### config.mk
export PLATFORM = sky130hd
export DESIGN_NAME = bin_to_bcd_seq
export DESIGN_NICKNAME = d
export VERILOG_FILES = /design/src/rtl/bcd_pkg.sv /design/src/rtl/bcd_add3.sv /design/src/rtl/bin_to_bcd_seq.sv
export SDC_FILE = /design/constraint.sdc
export NUM_CORES = 1
export LEC_CHECK = 0
export BUFFER_PORTS_ARGS = -buffer_cell sky130_fd_sc_hd__buf_2
export CORE_ASPECT_RATIO = 1.4
export CORE_UTILIZATION = 49
export DETAILED_ROUTE_END_ITERATION = 10
export GPL_TIMING_DRIVEN = 0
export PLACE_DENSITY = 0.69
export SETUP_SLACK_MARGIN = 0.02
export SYNTH_ARGS = -nofsm -noshare
export SYNTH_HDL_FRONTEND = slang
export SYNTH_HIERARCHICAL = 1
export SYNTH_SLANG_ARGS = --single-unit
### constraint.sdc
create_clock -name clk -period 4.18 [get_ports clk]
set_input_delay 0.418 -clock clk [delete_from_list [all_inputs] [get_ports clk]]
set_output_delay 0.418 -clock clk [all_outputs]
set_load 0.03 [all_outputs]
### src/rtl/bcd_pkg.sv
// Shared constants and state encoding for the sequential binary-to-BCD converter.
package bcd_pkg;

    localparam int NIBBLE_W = 4;
    localparam logic [NIBBLE_W-1:0] BCD_ADJ_THRESH = 4'd5;
    localparam logic [NIBBLE_W-1:0] BCD_ADJ_ADD    = 4'd3;
    localparam logic [NIBBLE_W-1:0] BLANK_CODE     = 4'hF;

    typedef enum logic {
        IDLE,
        SHIFT
    } state_t;

endpackage

### src/rtl/bcd_add3.sv
// Double-dabble digit correction: one BCD nibble, +3 when the digit is 5 or more.
module bcd_add3
    import bcd_pkg::*;
(
    input  logic [NIBBLE_W-1:0] digit,
    output logic [NIBBLE_W-1:0] adjusted
);

    assign adjusted = (digit >= BCD_ADJ_THRESH) ? digit + BCD_ADJ_ADD : digit;

endmodule

### src/rtl/bin_to_bcd_seq.sv
// Sequential binary-to-BCD converter, one input bit per clock (shift-and-add-3).
// Define BCD_BLANK_LEADING_ZEROS_EN to replace leading zero digits with BLANK_CODE.
module bin_to_bcd_seq
    import bcd_pkg::*;
#(
    parameter int WIDTH  = 32,
    parameter int DIGITS = 10
) (
    input  logic                         clk,
    input  logic                         rst_n,
    input  logic                         in_valid,
    input  logic [WIDTH-1:0]             in_data,
    output logic                         in_ready,
    output logic                         out_valid,
    output logic [NIBBLE_W*DIGITS-1:0]   out_bcd
);

    localparam int CNT_W = $clog2(WIDTH + 1);
    localparam int BCD_W = NIBBLE_W * DIGITS;

    state_t             state;
    state_t             next_state;
    logic [WIDTH-1:0]   shift_reg;
    logic [BCD_W-1:0]   scratch;
    logic [BCD_W-1:0]   adjusted;
    logic [BCD_W-1:0]   next_scratch;
    logic [BCD_W-1:0]   final_bcd;
    logic [CNT_W-1:0]   count;
    logic               accept;
    logic               last_shift;

    for (genvar k = 0; k < DIGITS; k++) begin : g_adj
        bcd_add3 u_add3 (
            .digit    (scratch[NIBBLE_W*k +: NIBBLE_W]),
            .adjusted (adjusted[NIBBLE_W*k +: NIBBLE_W])
        );
    end

    // The top scratch bit falls off here; only reachable with an undersized DIGITS.
    assign next_scratch = {adjusted[BCD_W-2:0], shift_reg[WIDTH-1]};

`ifdef BCD_BLANK_LEADING_ZEROS_EN
    logic seen_nonzero;

    // Scan from the top digit down; digit 0 always survives so zero shows as "0".
    always_comb begin
        final_bcd    = next_scratch;
        seen_nonzero = 1'b0;
        for (int k = DIGITS - 1; k >= 1; k--) begin
            if (next_scratch[NIBBLE_W*k +: NIBBLE_W] != '0) begin
                seen_nonzero = 1'b1;
            end
            if (!seen_nonzero) begin
                final_bcd[NIBBLE_W*k +: NIBBLE_W] = BLANK_CODE;
            end
        end
    end
`else
    assign final_bcd = next_scratch;
`endif

    always_ff @(posedge clk or negedge rst_n) begin
        if (!rst_n) begin
            state <= IDLE;
        end else begin
            state <= next_state;
        end
    end

    always_comb begin
        next_state = state;
        case (state)
            IDLE:    if (in_valid) next_state = SHIFT;
            SHIFT:   if (count == CNT_W'(1)) next_state = IDLE;
            default: next_state = IDLE;
        endcase
    end

    always_comb begin
        in_ready   = (state == IDLE);
        accept     = in_ready && in_valid;
        last_shift = (state == SHIFT) && (count == CNT_W'(1));
    end

    always_ff @(posedge clk or negedge rst_n) begin
        if (!rst_n) begin
            shift_reg <= '0;
            scratch   <= '0;
            count     <= '0;
            out_bcd   <= '0;
            out_valid <= 1'b0;
        end else begin
            out_valid <= 1'b0;
            if (accept) begin
                shift_reg <= in_data;
                scratch   <= '0;
                count     <= CNT_W'(WIDTH);
            end else if (state == SHIFT) begin
                scratch   <= next_scratch;
                shift_reg <= {shift_reg[WIDTH-2:0], 1'b0};
                count     <= count - CNT_W'(1);
                if (last_shift) begin
                    out_bcd   <= final_bcd;
                    out_valid <= 1'b1;
                end
            end
        end
    end

endmodule

==> flow_summary.yaml, run 1 <==
layout:
  final_cell_mix: "dfrtp_1 (120), buf_2 (84), nand2_1 (73)"
  final_core_util_pct: 61.1
  layout.nets: 657
  synthToLayoutAreaGrowth_pct: 19.9
  final_common_cell: "dfrtp_1"
  drive_gt1_share_pct: 27.9
  diodes: 0
setup_path:
  worstSetupEndpointType: "primary output"
  reg2regPathDepth: 5
  startpoint_type: "register"
  timing.rr.end: "out_bcd[36]"
  arrival_ns: 1.59
  crit_required_ns: 3.76
  worstSetupPathType: "reg -> out"
  crit_family: "buffers and inverters"
  regToRegSetupSlack_ns: 2.53
  cp_max_fo: 10
  slowest_delay_ns: 0.33
  rr_startpoint: "count[3]"
  cpMostUsedCell: "buf_2"
  crit_slowest_cell: "dfrtp_1"
  critPathBufInv: 4
  worstPathCellList: "buf_2 -> buf_2 -> inv_1 -> buf_2"
detailed_routing:
  post_drt_wl_per_cell_microns: 15.3
  antenna_left: 0
  wl_microns: 11500
  first_pass_iters: 7
  drc: 0
  vias: 4045
  vias_per_cell: 5.36
  drt_iter0_markers: 180
clock_tree:
  cts_max_path_buffers: 2
  cts_root_buf: "clkbuf_16"
  cts_buffers: 17
  cts_tree: "yes"
  htreeDepth: 4
  path_clk_slew_ns: 0.05
  cts_sinks: 120
  post-cts-setup-buffers: 0
  clkLatencyLatePin_ns: 0.40
  cts_resized: 0
logic_synthesis:
  netlist_instances: 504
  synthesis.area_sq_um: 5860
  ys.warnings.count: 6
  syn-num-nets: 561
  synth.avg_cell_area_sq_um: 11.6
global_routing:
  grt_pass1_vias: 4217
  overflow: 0
  grt_max_degree: 77
  grt.total_usage_pct: 20.4
  grt_pass1_wl_microns: 19900
  grt_antenna_before_repair: 0
status:
  status: "completed"
pwr:
  vdd_drop_max_mv: 0.352
  powerDensity_nw_per_um2: 848
  leakagePower_nw: 3.68
hold_path:
  holdPathStages: 3
  worstHoldStart: "in_data[0]"
  hold_path_class: "in -> reg"
  whs_endpoint: "shift_reg[0]"
die:
  io_pins: 77
  die-area_sq_um: 12400
  fp.dieW_microns: 94.5
  row_count: 46
  die_h_microns: 131
  start_util_pct: 50.9
  core_sq_um: 11500
placement:
  hpwl_microns: 7800
  gp_congestion: 0.766
  preCtsSetupSlack_ns: 2.51
  io_buffers: 75
timing:
  setup_viol: 0
  final_hold_viol_count: 0
  max_freq_mhz: 498
  maxSlewViolCount: 0
  fin_ws_ns: 2.17
  hold_ws_ns: 0.272
  maxSlewHeadroom_pct: 65.2
  period_needed_ns: 2.01
  skew_ns: 0.00557
  worstMarginPinSlew_ns: 0.521
  final.setup.tns_ns: 0
  rsz0062_at_grt: "no"
  fin_crit_sh_pct: 48.0
flow_run:
  maxCapViolations: 0
[area by class of cell]
type,count,area (sq um)
repair buffers,77,419
clock inverters,2,35.0
flip-flops and latches,120,3000
multi-input cells,335,2630
well taps,144,180
clock buffers,27,533
inverters,25,93.8
fillers,985,4480
plain buffers,24,133
[per-stage QoR]
step	cells	instance area (sq um)	total power [mW]
after floorplan	504	5860	3.95
after global placement	723	6420	4.44
after detailed placement	724	6450	4.58
after CTS	754	7030	6.03
after global routing	754	7030	6.37
final	754	7030	5.96
[worst max path at each step]
stage,from,to,slack [ns],depth (start not counted)
floorplan,count[2],out_bcd[36],2.65,5
global placement,rst_n,out_bcd[37],1.19,1
detailed placement,count[2],out_bcd[36],2.51,5
CTS,state,in_ready,2.14,4
global route,state,in_ready,2.09,4
finish,state,in_ready,2.17,4
[routing by layer]
layer | global-route usage (%) | wire length (microns)
met1 | 25.7 | 5070
met5 | 0 | 0
met2 | 33.4 | 5850
met4 | 7.07 | 165
met3 | 5.21 | 419
[tightest hold or removal path, delay by kind of cell]
family | cells | cell delay, ns
multiplexers | 1 | 0.06
buffers and inverters | 1 | 0.08
AND/OR/NAND/NOR | 1 | 0.08
[where the power goes]
| group | internal, mW | leakage [nW] | switching [mW] |
|---|---|---|---|
| registers | 1.66 | 1.55 | 0.398 |
| clock network | 0.918 | 0.281 | 0.477 |
| logic | 1.17 | 1.85 | 1.34 |
[what timing repair did]
action | 4_1_cts | 5_1_grt
setup endpoints to repair | 0 | 0
hold buffers | 1 | 0
hold endpoints to repair | 44 | 0
No activity file was read; power rests on OpenSTA's default activity.
==> inputs of run 2 (changes only) <==
PLACE_DENSITY = 0.72   (was 0.69)
clock period = 1.8 ns   (was 4.18 ns; I/O delays follow)
==> run 2 against run 1 <==
  * First-iteration DRC count fell by 22%
  * Clock power grew to 2.6 times the previous value
  * Combinational power is 130% higher
  * Global-route usage grew 0.57 points
  * Wire length up 3.4%
  * Clock-buffer cell count shrank 3
  * Design area increased by 1.4%
  * Final cell count grew 0.40%
  * Largest cell class unchanged
==> flow_summary.yaml, run 2 (same netlist as run 1, synthesis figures left out) <==
status:
  status: "completed"
clock_tree:
  cts_tree: "yes"
  cts_max_path_buffers: 2
  clkLatencyLatePin_ns: 0.41
  cts_sinks: 120
  cts_buffers: 17
  cts_root_buf: "clkbuf_16"
  post-cts-setup-buffers: 0
  htreeDepth: 4
  path_clk_slew_ns: 0.06
layout:
  layout.nets: 657
  num-fill-cells: 955
  synthToLayoutAreaGrowth_pct: 21.6
  seq_area_sq_um: 3000
  multi_input_area_sq_um: 2640
  diodes: 0
  design_area_sq_um: 7130
  drive_gt1_share_pct: 28.5
  final_common_cell: "dfrtp_1"
  final_cell_mix: "dfrtp_1 (120), buf_2 (81), nand2_1 (73)"
setup_path:
  crit_required_ns: 2.09
  worstSetupPathType: "reg -> reg"
  worstSetupEndpointType: "register"
  cp_max_fo: 10
  arrival_ns: 1.98
  startpoint_type: "register"
pwr:
  vdd_drop_max_mv: 0.773
  leakagePower_nw: 3.73
  power_mw: 14.3
  powerDensity_nw_per_um2: 2010
timing:
  rsz0062_at_grt: "no"
  maxSlewHeadroom_pct: 63.1
  period_needed_ns: 1.69
  setup_viol: 0
  final_hold_viol_count: 0
  worstMarginPinSlew_ns: 0.552
  fin_crit_sh_pct: 93.7
  maxSlewViolCount: 0
  skew_ns: 0.00874
  max_freq_mhz: 593
hold_path:
  hold_path_class: "in -> reg"
global_routing:
  grt_pass1_vias: 4349
  grt_max_degree: 68
  overflow: 0
  grt_pass1_wl_microns: 20300
  grt.total_usage_pct: 20.9
  grt_antenna_before_repair: 0
die:
  core_sq_um: 11500
  die-area_sq_um: 12400
  row_count: 46
  start_util_pct: 50.9
  io_pins: 77
  fp.dieW_microns: 94.5
  die_h_microns: 131
detailed_routing:
  post_drt_wl_per_cell_microns: 15.7
  antenna_left: 0
  wl_microns: 11900
  drt_iter0_markers: 141
  vias_per_cell: 5.39
  vias: 4078
  drc: 0
  first_pass_iters: 4
flow_run:
  maxCapViolations: 0
placement:
  postPlaceCellArea_sq_um: 6450
  hpwl_microns: 8010
  gp_congestion: 0.782
  io_buffers: 75
[run 2: changes by cell type in the layout (fill, tap and decap cells not counted), moves of 2 or more]
cell and change:
clkinv_2 +3, buf_2 -3, clkbuf_8 -2, bufinv_16 +3
[run 2: path summary, 6_finish.rpt]
check / start / end / slack (ns) / depth (start not counted)
setup / recovery: count[3] / out_bcd[36] / 0.11 / 5
hold / removal: in_data[0] / shift_reg[0] / 0.02 / 3
setup reg to reg: count[3] / out_bcd[36] / 0.11 / 5
hold reg to reg: shift_reg[25] / shift_reg[26] / 0.49 / 2
max in group asynchronous: rst_n / out_bcd[1] / 0.80 / 3
min in group asynchronous: rst_n / scratch[33] / 0.29 / 2
[run 2: timing repair]
item                                    in CTS  in global routing
hold buffers                                 1                  0
gates cloned                                 0                  0
pin swaps                                    0                  0
endpoints found under the setup margin       1                  2
resized for setup                            2                  4
endpoints found under the hold margin       53                  0
[run 2: critical path, cell delays in order (launching register included)]
cell and delay (ns):
dfrtp_1 0.44, nor4b_2 0.37, nand3b_4 0.16, buf_6 0.19, inv_2 0.09, mux2_2 0.33
[run 2: area by class of cell]
class / count / share of cell area [%]
tap: 144 / 2.53
clock buffer: 24 / 7.04
timing repair buffer: 77 / 5.92
buffer: 24 / 1.98
inverter: 25 / 1.37
sequential: 120 / 42.1
multi-input combinational: 335 / 37.1
clock inverter: 8 / 1.97
[run 2: routing by layer]
layer  wire length (microns)  share of wire [%]  global-route usage (%)  vias up
met1                    4970                 42                    24.4     2033
met4                     199                1.7                    8.42        0
met5                       0                  0                       0        -
li1                        -                  -                       -     1941
met2                    6240                 52                    35.8       86
met3                     480                4.0                    5.67       18
[run 2: where the power goes]
group	switching, mW	total [mW]	leakage, nW	internal, mW
Combinational	3.14	5.88	1.86	2.74
Clock	1.17	3.66	0.320	2.49
Sequential	0.949	4.80	1.55	3.85
Total	5.26	14.3	3.73	9.09
[run 2: through the flow]
| step | std cells | util, % | hold slack (ns) | setup WS, ns | TNS, ns |
|---|---|---|---|---|---|
| 2_1_floorplan | 504 | - | -0.116 | 0.265 | 0 |
| 3_3_place_gp | 723 | 55.8 | 0.432 | -0.925 | -110.03 |
| 3_5_place_dp | 724 | 56.1 | 0.176 | 0.138 | 0 |
| 4_1_cts | 757 | 61.8 | 0.00685 | 0.0342 | 0 |
| 5_1_grt | 757 | 61.9 | 0.0432 | 0.0252 | 0 |
| 6_report | 757 | 61.9 | 0.0206 | 0.113 | 0 |
==> inputs of run 3 (changes only) <==
CORE_UTILIZATION = 50   (was 49)
PLACE_DENSITY = 0.71   (was 0.72)
clock period = 2 ns   (was 1.8 ns; I/O delays follow)
==> run 3 against run 2 <==
  * Via count shrank 0.59%
  * Worst setup slack gained 0.042 ns
  * Die area shrank 2.0%
  * Non-clock buffer count is the same
  * Global-route usage shrank 0.29 points
  * Total power shrank 10%
  * Critical path depth shrank 1
  * Design area shrank 0.19%
  * Critical path type is now reg -> out
==> flow_summary.yaml, run 3 (same netlist as run 1, synthesis figures left out) <==
die:
  die_h_microns: 130
  fp.dieW_microns: 93.5
  row_count: 46
  start_util_pct: 51.4
  io_pins: 77
  die-area_sq_um: 12200
  core_sq_um: 11400
layout:
  num-fill-cells: 937
  multi_input_area_sq_um: 2630
  final_core_util_pct: 62.4
  synthToLayoutAreaGrowth_pct: 21.3
  diodes: 0
  instances_no_fill: 757
  seq_area_sq_um: 3000
  final_cell_mix: "dfrtp_1 (120), buf_2 (84), nand2_1 (73)"
  design_area_sq_um: 7110
  layout.nets: 657
  drive_gt1_share_pct: 28.7
  final_common_cell: "dfrtp_1"
hold_path:
  whs_endpoint: "shift_reg[0]"
  worstHoldStart: "in_data[0]"
  hold_path_class: "in -> reg"
  holdPathStages: 3
timing:
  hold_ws_ns: 0.0415
  period_needed_ns: 1.84
  max_freq_mhz: 542
  final_hold_viol_count: 0
  fin_crit_sh_pct: 92.2
  worstMarginPinSlew_ns: 0.563
  maxSlewHeadroom_pct: 62.3
  setup_viol: 0
  maxSlewViolCount: 0
  fin_ws_ns: 0.155
  rsz0062_at_grt: "no"
  skew_ns: 0.00643
setup_path:
  crit_required_ns: 1.80
  cp-startpoint: "state"
  reg2regPathDepth: 5
  startpoint_type: "register"
  arrival_ns: 1.64
  timing.rr.end: "out_bcd[36]"
  worstSetupEndpointType: "primary output"
  worstSetupPathType: "reg -> out"
  regToRegSetupSlack_ns: 0.34
  rr_startpoint: "count[2]"
  cp_max_fo: 10
global_routing:
  grt_max_degree: 63
  grt_antenna_before_repair: 0
  grt.total_usage_pct: 20.6
  overflow: 0
  grt_pass1_wl_microns: 19500
  grt_pass1_vias: 4087
detailed_routing:
  vias_per_cell: 5.36
  post_drt_wl_per_cell_microns: 15.2
  first_pass_iters: 4
  drc: 0
  antenna_left: 0
  drt_iter0_markers: 122
  wl_microns: 11500
  vias: 4054
clock_tree:
  cts_buffers: 17
  cts_sinks: 120
  clkLatencyLatePin_ns: 0.41
  cts_max_path_buffers: 2
  path_clk_slew_ns: 0.05
  cts_tree: "yes"
  htreeDepth: 4
  cts_root_buf: "clkbuf_16"
pwr:
  leakagePower_nw: 3.71
  sw_frac_of_total_pct: 36.9
  vdd_drop_max_mv: 0.868
  p_switching_mw: 4.75
  comb_power_share_pct: 40.7
  p_int_mw: 8.13
  clkPwrFrac_pct: 26.0
  p_seq_share_pct: 33.4
  powerDensity_nw_per_um2: 1810
status:
  status: "completed"
placement:
  postPlaceCellArea_sq_um: 6450
  dpl.cell_count: 724
  gp_congestion: 0.748
  io_buffers: 75
  preCtsSetupSlack_ns: 0.332
  hpwl_microns: 7960
flow_run:
  maxCapViolations: 0
-- run 3: what timing repair did --
| action | CTS | global route |
|---|---|---|
| buffers inserted | 0 | 0 |
| hold endpoints to repair | 58 | 0 |
| setup endpoints to repair | 0 | 0 |
| hold buffers | 1 | 0 |
| gates resized for setup | 0 | 0 |
-- run 3: stage by stage --
step	setup TNS [ns]	total power, mW
after detailed placement	0	9.58
after global placement	-92.98	9.27
after CTS	0	13.0
after global routing	0	13.8
final	0	12.9
after floorplan	0	8.26
-- run 3: power groups by stage --
stage | registers (mW) | clock network [mW] | logic, mW
final | 4.30 | 3.35 | 5.24
after detailed placement | 4.32 | 0 | 5.26
after CTS | 4.30 | 3.42 | 5.30
after global placement | 4.26 | 0 | 5.01
after floorplan | 4.78 | 0 | 3.48
after global routing | 4.44 | 3.51 | 5.80
-- run 3: area by class of cell --
| class | count | share of cell area [%] |
|---|---|---|
| Buffer | 24 | 1.86 |
| Clock buffer | 17 | 5.98 |
| Clock inverter | 15 | 3.18 |
| Inverter | 25 | 1.32 |
| Multi-Input combinational cell | 335 | 37.0 |
| Sequential cell | 120 | 42.2 |
| Tap cell | 144 | 2.53 |
| Timing Repair Buffer | 77 | 5.89 |
-- run 3: critical path: stages, from the launching register on --
cell	delay, ns
dfrtp_1	0.34
buf_2	0.24
buf_2	0.28
inv_1	0.16
buf_2	0.21
-- run 3: worst max path at each step --
| stage | to | slack (ns) |
|---|---|---|
| final | in_ready | 0.16 |
| after global routing | in_ready | 0.07 |
| after CTS | in_ready | 0.15 |
| after detailed placement | out_bcd[36] | 0.33 |
| after global placement | out_bcd[10] | -0.78 |
| after floorplan | out_bcd[36] | 0.47 |
-- run 3: per-layer routing --
metal	global-route usage (%)	vias up	part of all wire [%]	wire length (microns)
met2	34.1	90	50	5810
met5	0	-	0	0
met1	25.6	2010	44	5060
met3	5.48	15	4.2	484
met4	8.69	0	1.5	170
li1	-	1939	-	-
